===== src/rtl/hazard_stall_controller_pkg.sv =====
// Shared types and helpers for the pipeline hazard/stall controller.
// Holds the MDU sequencer state encoding and the register-match helper.
package hazard_stall_controller_pkg;

    typedef enum logic [1:0] {
        M_IDLE = 2'd0,
        M_RUN  = 2'd1,
        M_DONE = 2'd2
    } mdu_state_t;

    localparam logic [4:0] REG_ZERO = 5'd0;

    // True when the ID instruction actually reads register r; $0 is hardwired, never a hazard.
    function automatic logic reg_match(
        input logic [4:0] r,
        input logic [4:0] rs,
        input logic [4:0] rt,
        input logic       use_rs,
        input logic       use_rt
    );
        return (r != REG_ZERO) && ((use_rs && (r == rs)) || (use_rt && (r == rt)));
    endfunction

endpackage


===== src/rtl/hazard_stall_controller_mdu.sv =====
// MULT/DIV sequencer: issues the start pulse, counts the operation latency
// and raises the one-cycle HI/LO write strobe on completion.
module mdu_sequencer
    import hazard_stall_controller_pkg::*;
#(
    parameter int MULT_CYCLES = 4,
    parameter int DIV_CYCLES  = 32,
    parameter int CNT_W       = 6
) (
    input  logic clk,
    input  logic rst,
    input  logic issue_req,
    input  logic issue_div,
    output logic mdu_start,
    output logic mdu_busy,
    output logic hilo_we
);

    localparam logic [CNT_W-1:0] MULT_LOAD = CNT_W'(MULT_CYCLES - 1);
    localparam logic [CNT_W-1:0] DIV_LOAD  = CNT_W'(DIV_CYCLES - 1);

    mdu_state_t       state_q, state_d;
    logic [CNT_W-1:0] cnt_q, cnt_d;

    always_ff @(posedge clk or posedge rst) begin
        if (rst) begin
            state_q <= M_IDLE;
            cnt_q   <= '0;
        end else begin
            state_q <= state_d;
            cnt_q   <= cnt_d;
        end
    end

    always_comb begin
        state_d   = state_q;
        cnt_d     = cnt_q;
        mdu_start = 1'b0;
        hilo_we   = 1'b0;
        case (state_q)
            M_IDLE: begin
                if (issue_req) begin
                    mdu_start = 1'b1;
                    state_d   = M_RUN;
                    cnt_d     = issue_div ? DIV_LOAD : MULT_LOAD;
                end
            end
            M_RUN: begin
                // Leaving RUN on count 1 lands DONE exactly N cycles after the start pulse.
                if (cnt_q != '0) begin
                    cnt_d = cnt_q - 1'b1;
                end
                if (cnt_q <= CNT_W'(1)) begin
                    state_d = M_DONE;
                end
            end
            M_DONE: begin
                hilo_we = 1'b1;
                if (issue_req) begin
                    mdu_start = 1'b1;
                    state_d   = M_RUN;
                    cnt_d     = issue_div ? DIV_LOAD : MULT_LOAD;
                end else begin
                    state_d = M_IDLE;
                    cnt_d   = '0;
                end
            end
            default: begin
                state_d = M_IDLE;
                cnt_d   = '0;
            end
        endcase
    end

    assign mdu_busy = (state_q != M_IDLE);

endmodule


===== src/rtl/hazard_stall_controller.sv =====
// Pipeline sequencer for the 5-stage core: load-use, branch-operand and MDU
// structural hazards drive stall/bubble/flush of IF/ID/EX.
module hazard_stall_controller
    import hazard_stall_controller_pkg::*;
#(
    parameter int MULT_CYCLES = 4,
    parameter int DIV_CYCLES  = 32,
    parameter int CNT_W       = 6
) (
    input  logic       clk,
    input  logic       rst,
    input  logic [4:0] id_rs,
    input  logic [4:0] id_rt,
    input  logic       id_use_rs,
    input  logic       id_use_rt,
    input  logic       id_is_branch,
    input  logic       id_branch_taken,
    input  logic       id_is_mdu,
    input  logic       id_mdu_is_div,
    input  logic       id_reads_hilo,
    input  logic [4:0] ex_rd,
    input  logic       ex_reg_write,
    input  logic       ex_mem_read,
    input  logic [4:0] mem_rd,
    input  logic       mem_mem_read,
    output logic       stall_if,
    output logic       stall_id,
    output logic       bubble_ex,
    output logic       flush_id,
    output logic       mdu_start,
    output logic       mdu_busy,
    output logic       hilo_we
);

    if (MULT_CYCLES < 1 || MULT_CYCLES > (1 << CNT_W)) begin : g_bad_mult
        $error("MULT_CYCLES out of range for CNT_W");
    end
    if (DIV_CYCLES < 1 || DIV_CYCLES > (1 << CNT_W)) begin : g_bad_div
        $error("DIV_CYCLES out of range for CNT_W");
    end

    logic ex_match, mem_match;
    logic load_use, br_haz, mdu_haz;
    logic stall_raw, stall;
    logic issue_req;

    always_comb begin
        ex_match  = reg_match(ex_rd, id_rs, id_rt, id_use_rs, id_use_rt);
        mem_match = reg_match(mem_rd, id_rs, id_rt, id_use_rs, id_use_rt);
        load_use  = ex_mem_read && ex_match;
        br_haz    = id_is_branch && ((ex_reg_write && ex_match) || (mem_mem_read && mem_match));
        // Busy covers DONE too, so MFHI/MFLO waits until HI/LO is actually written.
        mdu_haz   = (id_is_mdu || id_reads_hilo) && mdu_busy;
        stall_raw = load_use || br_haz || mdu_haz;
    end

    // Reset forces every output low immediately, not just at the next edge.
    assign stall     = !rst && stall_raw;
    assign stall_if  = stall;
    assign stall_id  = stall;
    assign bubble_ex = stall;
    assign flush_id  = !rst && id_branch_taken && !stall_raw;
    assign issue_req = !rst && id_is_mdu && !stall_raw;

    mdu_sequencer #(
        .MULT_CYCLES (MULT_CYCLES),
        .DIV_CYCLES  (DIV_CYCLES),
        .CNT_W       (CNT_W)
    ) u_mdu (
        .clk       (clk),
        .rst       (rst),
        .issue_req (issue_req),
        .issue_div (id_mdu_is_div),
        .mdu_start (mdu_start),
        .mdu_busy  (mdu_busy),
        .hilo_we   (hilo_we)
    );

endmodule


===== config.mk =====
export PLATFORM = sky130hd
export DESIGN_NAME = hazard_stall_controller
export DESIGN_NICKNAME = d
export VERILOG_FILES = /design/src/rtl/hazard_stall_controller_pkg.sv /design/src/rtl/hazard_stall_controller_mdu.sv /design/src/rtl/hazard_stall_controller.sv
export SDC_FILE = /design/constraint.sdc
export NUM_CORES = 1
export LEC_CHECK = 0
export CORE_MARGIN = 3
export CORE_UTILIZATION = 43
export CTS_BUF_LIST = sky130_fd_sc_hd__clkbuf_8
export DETAILED_ROUTE_END_ITERATION = 7
export PLACE_DENSITY = 0.9
export RECOVER_POWER = 25
export SYNTH_ARGS = -nofsm -noshare
export SYNTH_HDL_FRONTEND = slang
export SYNTH_HIERARCHICAL = 1
export SYNTH_SLANG_ARGS = --single-unit

===== constraint.sdc =====
create_clock -name clk -period 2.6 [get_ports clk]
set_input_delay 0.39 -clock clk [delete_from_list [all_inputs] [get_ports clk]]
set_output_delay 0.39 -clock clk [all_outputs]
set_load 0.05 [all_outputs]

==> results of run 1 <==
[placed cells by master, fill, tap and decap left out, types with 4 or more instances in the layout]
| cell type | count |
|---|---|
| a21oi_1 | 4 |
| buf_4 | 11 |
| xnor2_1 | 4 |
| xor2_1 | 15 |
| inv_1 | 6 |
| dfrtp_1 | 8 |
| nor4_1 | 4 |
| o21ai_0 | 6 |
| buf_12 | 5 |
| clkdlybuf4s50_1 | 13 |
| nor2_1 | 6 |
| dlygate4sd2_1 | 13 |
| nor3b_2 | 4 |
[stage by stage]
| step | utilization [%] | hold slack [ns] | setup TNS, ns |
|---|---|---|---|
| 6_report | 80.82 | 0.5832 | 0 |
| 5_1_grt | 80.82 | 0.6177 | 0 |
| 4_1_cts | 79.80 | 0.5793 | 0 |
| 3_5_place_dp | 76.12 | 0.5750 | -1.938 |
| 3_3_place_gp | 76.12 | 0.5475 | -1.349 |
| 2_1_floorplan | - | 0.2057 | 0 |
[state kept, by name, indices dropped and copies added, names as in the netlist]
name / count
u_mdu/cnt_q: 6
u_mdu/state_q: 2
[cell families after synthesis]
group	after synthesis	share of synthesized area (%)
mux	3	3.400
compound gates	24	19.12
xor+xnor	20	19.83
simple gates	33	26.34
flops	8	22.66
buf+inv	11	5.805
fa+ha+maj	2	2.832
[repair_timing]
item / CTS / global route
resized for setup: 25 / 8
endpoints found under the hold margin: 0 / 0
setup buffers: 2 / 0
pin swaps: 8 / 8
setup endpoints to repair: 5 / 8
[final cells by class]
type                            count  share of cell area (%)
Clock buffer                        3                   2.778
Inverter                            7                   1.768
Multi-Input combinational cell     82                   45.71
Sequential cell                     8                   13.47
Tap cell                           25                   2.104
Timing Repair Buffer               50                   34.17
[power by group through the flow]
| stage | logic (W) | registers, W | clock network (W) |
|---|---|---|---|
| 6_report | 0.000778 | 0.000306 | 0.000150 |
| 5_1_grt | 0.000838 | 0.000319 | 0.000157 |
| 4_1_cts | 0.000764 | 0.000302 | 0.000151 |
| 3_5_place_dp | 0.000750 | 0.000300 | 0 |
| 3_3_place_gp | 0.000720 | 0.000292 | 0 |
| 2_1_floorplan | 0.000517 | 0.000254 | 0 |
[layer usage]
metal / up-vias / wire, um
met3: 4 / 235
met5: - / 0
li1: 460 / -
met2: 45 / 1434
met4: 0 / 38
met1: 456 / 1217
[worst max-delay path, stage by stage]
cell and delay, ns:
dlygate4sd2_1 0.27, buf_4 0.15, xor2_1 0.15, nor4_1 0.28
a32oi_1 0.11, o221ai_2 0.21, buf_4 0.15, nor2b_4 0.25
buf_12 0.17
[path summary, 6_finish.rpt]
path,endpoint,startpoint,cells after the start
max,stall_id,ex_rd[1],9
min,u_mdu/cnt_q[3],u_mdu/cnt_q[3],2
max reg2reg,u_mdu/cnt_q[2],u_mdu/state_q[0],10
min reg2reg,u_mdu/cnt_q[3],u_mdu/cnt_q[3],2
max in group asynchronous,u_mdu/state_q[0],rst,2
min in group asynchronous,u_mdu/state_q[1],rst,2
==> flow_summary.ini, run 1 <==
[setup_path]
cp.required_ns = 2.21
reg2reg_setup_slack_ns = 0.41
criticalPathCategory = input port to primary output
end_kind = primary output
start_kind = input port
arrival_ns = 2.13
path_max_fanout = 3

[route]
via_count = 965
routedWlPerCell_um = 16.72
drc = 0
vias_per_cell = 5.514
routed_wl_um = 2926
antenna_left = 0
dr.pass1.iters = 4
drt-initial-drc-count = 10

[power_and_ir_drop]
total_leakage_power_nw = 0.6408
swShare_pct = 47.34
finalPower_w = 0.001234
power_density_mw_per_mm2 = 830.3
seq_power_share_pct = 24.8
internal_power_w = 0.0006499
combPwrFrac_pct = 63.1
pwr-share-clk_pct = 12.1
power.switching_w = 0.0005843
vdd_drop_max_uv = 708.0

[sta]
fmax_ghz = 0.3974
finalSetupViolCount = 0
worst_slew_pin_slew_ns = 0.4961
grt_setup_unrepaired = no
setup_slack_ns = 0.08395
hold_viol = 0
relSlewSlack_pct = 66.83
clock-skew-final_ns = 0.002486
period_needed_ns = 2.516
finalCritPeriodShare_pct = 96.77
finalMaxSlewViolations = 0

[clock_network]
clkSinkCount = 8
clock_latency_ns = 0.23
cts.htree.levels = 1
root_buffer = clkbuf_8
hold_buffers = 0
cts_tree = yes
cts_buffer_depth = 2
cts_inserted_buffers = 3
path_clk_slew_ns = 0.04

[global_routing]
grtUsageMet1_pct = 25.58
grt_max_degree = 10
busiest_layer = met2
grt_usage_pct = 23.19
grt_pass1_vias = 995
grt_pass1_wl_um = 4540
antenna_found_initial = 0
gr-usage-met3_pct = 4.373
use_met2_pct = 43.13
gr-total-overflow = 0

[floorplan]
fp.coreArea_mm2 = 0.001839
die-area_mm2 = 0.002634
rows = 15
num_io_pins = 39
die_h_um = 51.33
fp.dieW_um = 51.33
start_util_pct = 48.03

[yosys]
ys_seq_area_share_pct = 22.66
synth_area_leader_cell = dfrtp_1
yosys_warnings = 6
synth_area_um2 = 883.3
synth-edff-count = 0
synthArstFlopShare_pct = 100.0
synth_common_cells = xor2_1, dfrtp_1, inv_1, nor2_1, o21ai_0
yosysMostFrequentCell = xor2_1
synth.distinct_cells = 36
ys.flop_type = dfrtp_1
synth-seq-cells = 8
synth_nets = 135
netlist_top_cells_area = dfrtp_1, xor2_1, nor3b_2, xnor2_1, nor4_1
syn-instance-count = 101
post_synth.cell_area_avg_um2 = 8.746
synth.top_cell.area_share_pct = 22.66

[placed_design]
dp_cells = 170
port_buffers = 38
pre_cts_ws_ns = -0.3463
gp_congestion = 0.8673
place_area_mm2 = 0.001400
dp_hpwl_um = 2306

[cells_and_area]
fillCellCount = 118
regArea_um2 = 200.2
final_area_mm2 = 0.001486
layout.nets = 186
antenna_cells = 0
drive_gt1_share_pct = 26.00
instances_no_fill = 175
syn_to_final_growth_pct = 68.27
multi_input_area_um2 = 679.4

[status]
status = finished clean

[min_path]
hold_class = flop to flop

[run]
maxCapViolations = 0
(Power assumes the default switching activity.)
==> inputs of run 2 (changes only) <==
CELL_PAD_IN_SITES_DETAIL_PLACEMENT = 0   (was unset)
CELL_PAD_IN_SITES_GLOBAL_PLACEMENT = 1   (was unset)
CORE_UTILIZATION = 31   (was 43)
==> flow_summary.ini, run 2 (synthesized netlist as in run 1, its figures left out) <==
[route]
antenna_left = 0
drt-initial-drc-count = 30
via_count = 965
dr.pass1.iters = 4
routedWlPerCell_um = 15.35
routed_wl_um = 2840
vias_per_cell = 5.216
drc = 0

[sta]
finalCritPeriodShare_pct = 97.71
hold_viol = 0
finalSetupViolCount = 0
period_needed_ns = 2.540
finalMaxSlewViolations = 0
setup_slack_ns = 0.05965
relSlewSlack_pct = 66.75
fmax_ghz = 0.3936
clock-skew-final_ns = 0.005048
worst_slew_pin_slew_ns = 0.4973

[global_routing]
antenna_found_initial = 0
grtUsageMet1_pct = 19.76
busiest_layer = met2
gr-usage-met3_pct = 2.179
grt_max_degree = 10
gr-total-overflow = 0
grt_pass1_wl_um = 4485
grt_usage_pct = 16.84
use_met2_pct = 29.95
grt_pass1_vias = 1010

[run]
maxCapViolations = 0

[placed_design]
dp_hpwl_um = 2189
gp_congestion = 0.8307
dp_cells = 180
port_buffers = 38
pre_cts_ws_ns = -0.3184

[floorplan]
fp.coreArea_mm2 = 0.002590
fp.dieW_um = 59.38
start_util_pct = 34.11
rows = 18
num_io_pins = 39
die_h_um = 59.38
die-area_mm2 = 0.003526

[setup_path]
path_cells = dlygate4sd2_1 -> or4_4 -> o21ai_2 -> o221ai_2 -> buf_4 -> buf_4 -> nor3b_4 -> buf_12
criticalPathCategory = input port to primary output
path_max_fanout = 3
critical-path-top-delay-family = simple AND/OR/NAND/NOR gates
cp.required_ns = 2.21
cp.buffers_inverters = 4
slowest_delay_ns = 0.55
arrival_ns = 2.15
end_kind = primary output
crit_top_cell = buf_4
reg2reg_setup_slack_ns = 0.33
start_kind = input port
crit_slowest_cell = or4_4

[clock_network]
cts_inserted_buffers = 3
cts_tree = yes
cts.htree.levels = 1
clkSinkCount = 8
path_clk_slew_ns = 0.04
root_buffer = clkbuf_8
cts_buffer_depth = 2
clock_latency_ns = 0.24

[power_and_ir_drop]
swShare_pct = 47.07
internal_power_w = 0.0006647
finalPower_w = 0.001256
pwr-share-clk_pct = 12.4
vdd_drop_max_uv = 654.1
power.switching_w = 0.0005912
power_density_mw_per_mm2 = 807.5
total_leakage_power_nw = 0.7012
seq_power_share_pct = 24.3
combPwrFrac_pct = 63.4

[cells_and_area]
reg_top3 = u_mdu/cnt_q (6), u_mdu/state_q (2)
drive_gt1_share_pct = 29.68
final_cell_mix = xor2_1, buf_4, clkdlybuf4s50_1
largest_register_ffs = 6
instances_no_fill = 185
syn_to_final_growth_pct = 76.06
top_register = u_mdu/cnt_q
antenna_cells = 0
layout.nets = 191

[min_path]
hold_class = flop to flop

[status]
status = finished clean
[run 2: final cells by class]
cell class	instances	area, um^2
Clock buffer	3	41.29
Fill cell	233	1035
Inverter	7	26.28
Multi-Input combinational cell	82	691.9
Sequential cell	8	200.2
Tap cell	30	37.54
Timing Repair Buffer	55	558.0
[run 2: repair_timing]
item | in CTS | in global routing
buffers inserted | 1 | 1
pin swaps | 9 | 7
hold buffers | 0 | 0
gates resized for setup | 24 | 14
setup endpoints to repair | 7 | 8
[run 2: layer usage]
metal | share of wire, % | wire length, um
met5 | 0 | 0
met4 | 1.9 | 53
met3 | 7.5 | 213
met2 | 49 | 1395
met1 | 41 | 1178
[run 2: power groups by stage]
stage                     logic, W  registers, W  clock network, W
final                     0.000796      0.000305          0.000155
after floorplan           0.000517      0.000254                 0
after detailed placement  0.000747      0.000300                 0
after global placement    0.000723      0.000296                 0
after global routing      0.000862      0.000318          0.000163
after CTS                 0.000774      0.000302          0.000158
[run 2: through the flow]
step / hold slack [ns] / setup TNS, ns / instance area, um^2 / utilization, %
detailed placement: 0.5535 / -1.782 / 1444 / 55.75
global placement: 0.5414 / -1.429 / 1444 / 55.75
global route: 0.5987 / -0.001473 / 1555 / 60.05
finish: 0.5595 / 0 / 1555 / 60.05
floorplan: 0.2057 / 0 / 888.4 / -
CTS: 0.5582 / 0 / 1524 / 58.84
[run 2: final timing paths]
check	cells past startpoint	endpoint	from
max reg2reg	10	u_mdu/cnt_q[4]	u_mdu/state_q[0]
max	8	flush_id	ex_rd[1]
min	1	u_mdu/state_q[1]	u_mdu/cnt_q[5]
max in group asynchronous	2	u_mdu/cnt_q[1]	rst
min in group asynchronous	2	u_mdu/cnt_q[0]	rst
min reg2reg	1	u_mdu/state_q[1]	u_mdu/cnt_q[5]
==> inputs of run 3 (changes only) <==
CORE_UTILIZATION = 33   (was 31)
PLACE_DENSITY = 0.95   (was 0.9)
clock period = 3.3 ns   (was 2.6 ns; I/O delays follow)
==> flow_summary.ini, run 3 (synthesized netlist as in run 1, its figures left out) <==
[status]
status = finished clean

[power_and_ir_drop]
pwr-share-clk_pct = 12.5
total_leakage_power_nw = 0.5404
internal_power_w = 0.0004881
seq_power_share_pct = 25.8
vdd_drop_max_uv = 447.5
combPwrFrac_pct = 61.7
swShare_pct = 46.58
power_density_mw_per_mm2 = 660.9
power.switching_w = 0.0004256

[setup_path]
worstSetupStartpoint = ex_rd[4]
end_kind = primary output
cp.depth = 7
start_kind = input port
critical-path-top-delay-family = simple AND/OR/NAND/NOR gates
criticalPathCategory = input port to primary output
cp.required_ns = 2.80
crit_slowest_cell = or4_1
arrival_ns = 2.62
r2r-end = u_mdu/cnt_q[3]
reg2reg_setup_slack_ns = 1.10
cp.buffers_inverters = 2
critPathCapture = mdu_start
r2r_cells = 10
worstReg2RegStart = u_mdu/state_q[0]
slowest_delay_ns = 0.56
path_cells = clkdlybuf4s50_1 -> or4_1 -> o21ai_1 -> o221ai_2 -> nor3b_2 -> nor2b_1 -> buf_12
path_max_fanout = 3

[floorplan]
die_h_um = 57.74
rows = 18
fp.coreArea_mm2 = 0.002500
die-area_mm2 = 0.003333
start_util_pct = 35.34
num_io_pins = 39
fp.dieW_um = 57.74

[min_path]
hold_class = flop to flop

[clock_network]
cts_buffer_depth = 2
hold_buffers = 0
cts.htree.levels = 1
path_clk_slew_ns = 0.04
cts_inserted_buffers = 3
root_buffer = clkbuf_8
cts_tree = yes
postCtsResizedCells = 0
clock_latency_ns = 0.23
clkSinkCount = 8
cts_setup_buffers = 0

[sta]
setup_tns_ns = 0
hold_viol = 0
grt_setup_unrepaired = no
setup_slack_ns = 0.1873
fmax_ghz = 0.3213
relSlewSlack_pct = 67.28
finalCritPeriodShare_pct = 94.32
clock-skew-final_ns = 0.003332
finalSetupViolCount = 0
finalMaxSlewViolations = 0
period_needed_ns = 3.113
worst_slew_pin_slew_ns = 0.4893

[cells_and_area]
syn_to_final_growth_pct = 56.52
instances_no_fill = 170
layout.nets = 176
final_cell_mix = clkdlybuf4s50_1, xor2_1, dfrtp_1
reg_top3 = u_mdu/cnt_q (6), u_mdu/state_q (2)
largest_register_ffs = 6
drive_gt1_share_pct = 14.29
antenna_cells = 0
layout_commonest_cell = clkdlybuf4s50_1
top_register = u_mdu/cnt_q

[placed_design]
dp_cells = 167
pre_cts_ws_ns = 0.1956
dp_hpwl_um = 2025
gp_congestion = 0.8827
port_buffers = 38

[route]
drt-initial-drc-count = 28
vias_per_cell = 5.324
dr.pass1.iters = 4
drc = 0
routed_wl_um = 2505
antenna_left = 0
routedWlPerCell_um = 14.74
via_count = 905

[global_routing]
grt_pass1_wl_um = 4271
antenna_found_initial = 0
gr-total-overflow = 0
grt_usage_pct = 16.11
grt_pass1_vias = 954
grt_max_degree = 10

[run]
maxCapViolations = 0
run 3: cell count changes in the layout (fill, tap and decap cells not counted), moves of 2 or more:
cell             previous run  this run
buf_4                      15         2
buf_6                       2         0
clkbuf_2                    2         0
clkdlybuf4s15_1             2         0
clkdlybuf4s50_1            12        32
dlygate4sd2_1              10         0
dlymetal6s2s_1              6         0
nor2b_1                     0         2
nor2b_4                     2         0
nor4_1                      3         5
nor4_2                      2         0
or4_1                       0         2
or4_4                       2         0
run 3: worst register-to-register path, cell delays in order, from the launching register on:
cell,delay (ns)
dfrtp_1,0.48
inv_2,0.19
nand2_1,0.09
o21ai_0,0.11
o221ai_2,0.17
nor3b_2,0.21
buf_4,0.16
nor3_1,0.06
a41oi_1,0.34
o21ai_0,0.16
a22oi_1,0.15
run 3: power by group through the flow:
stage / Combinational [W] / Clock [W] / Sequential [W]
after floorplan: 0.000404 / 0 / 0.000200
after global placement: 0.000547 / 0 / 0.000234
after detailed placement: 0.000563 / 0 / 0.000236
after CTS: 0.000568 / 0.000119 / 0.000234
after global routing: 0.000613 / 0.000121 / 0.000251
final: 0.000564 / 0.000114 / 0.000235
run 3: per-stage QoR:
stage	total power, W	hold WS (ns)	instance area, um^2	utilization [%]
global placement	0.0007806	0.5526	1341	53.65
detailed placement	0.0007987	0.5658	1341	53.65
global route	0.0009852	0.6138	1383	55.31
finish	0.0009138	0.5692	1383	55.31
floorplan	0.0006043	0.3107	883.3	-
CTS	0.0009203	0.5710	1383	55.31
run 3: worst min-delay path by stage:
stage / from / end / slack [ns] / cells after the start
6_report: u_mdu/cnt_q[5] / u_mdu/state_q[1] / 0.57 / 1
3_3_place_gp: u_mdu/cnt_q[5] / u_mdu/state_q[1] / 0.55 / 1
5_1_grt: u_mdu/cnt_q[5] / u_mdu/state_q[1] / 0.61 / 1
3_5_place_dp: u_mdu/cnt_q[5] / u_mdu/state_q[1] / 0.57 / 1
4_1_cts: u_mdu/cnt_q[5] / u_mdu/state_q[1] / 0.57 / 1
2_1_floorplan: rst / u_mdu/cnt_q[0] / 0.31 / 1
run 3: layer usage:
metal | GRT usage (%) | vias to the layer above | routed length (um)
li1 | - | 447 | -
met1 | 19.54 | 415 | 1102
met4 | 5.960 | 0 | 30
met3 | 2.895 | 4 | 187
met5 | 0 | - | 0
met2 | 28.23 | 39 | 1185
run 3: final cells by class:
type	count	area (um^2)
timing repair buffer	40	445.4
sequential	8	200.2
fill	229	1117
clock buffer	3	41.29
tap	30	37.54
inverter	7	26.28
multi-input combinational	82	631.9
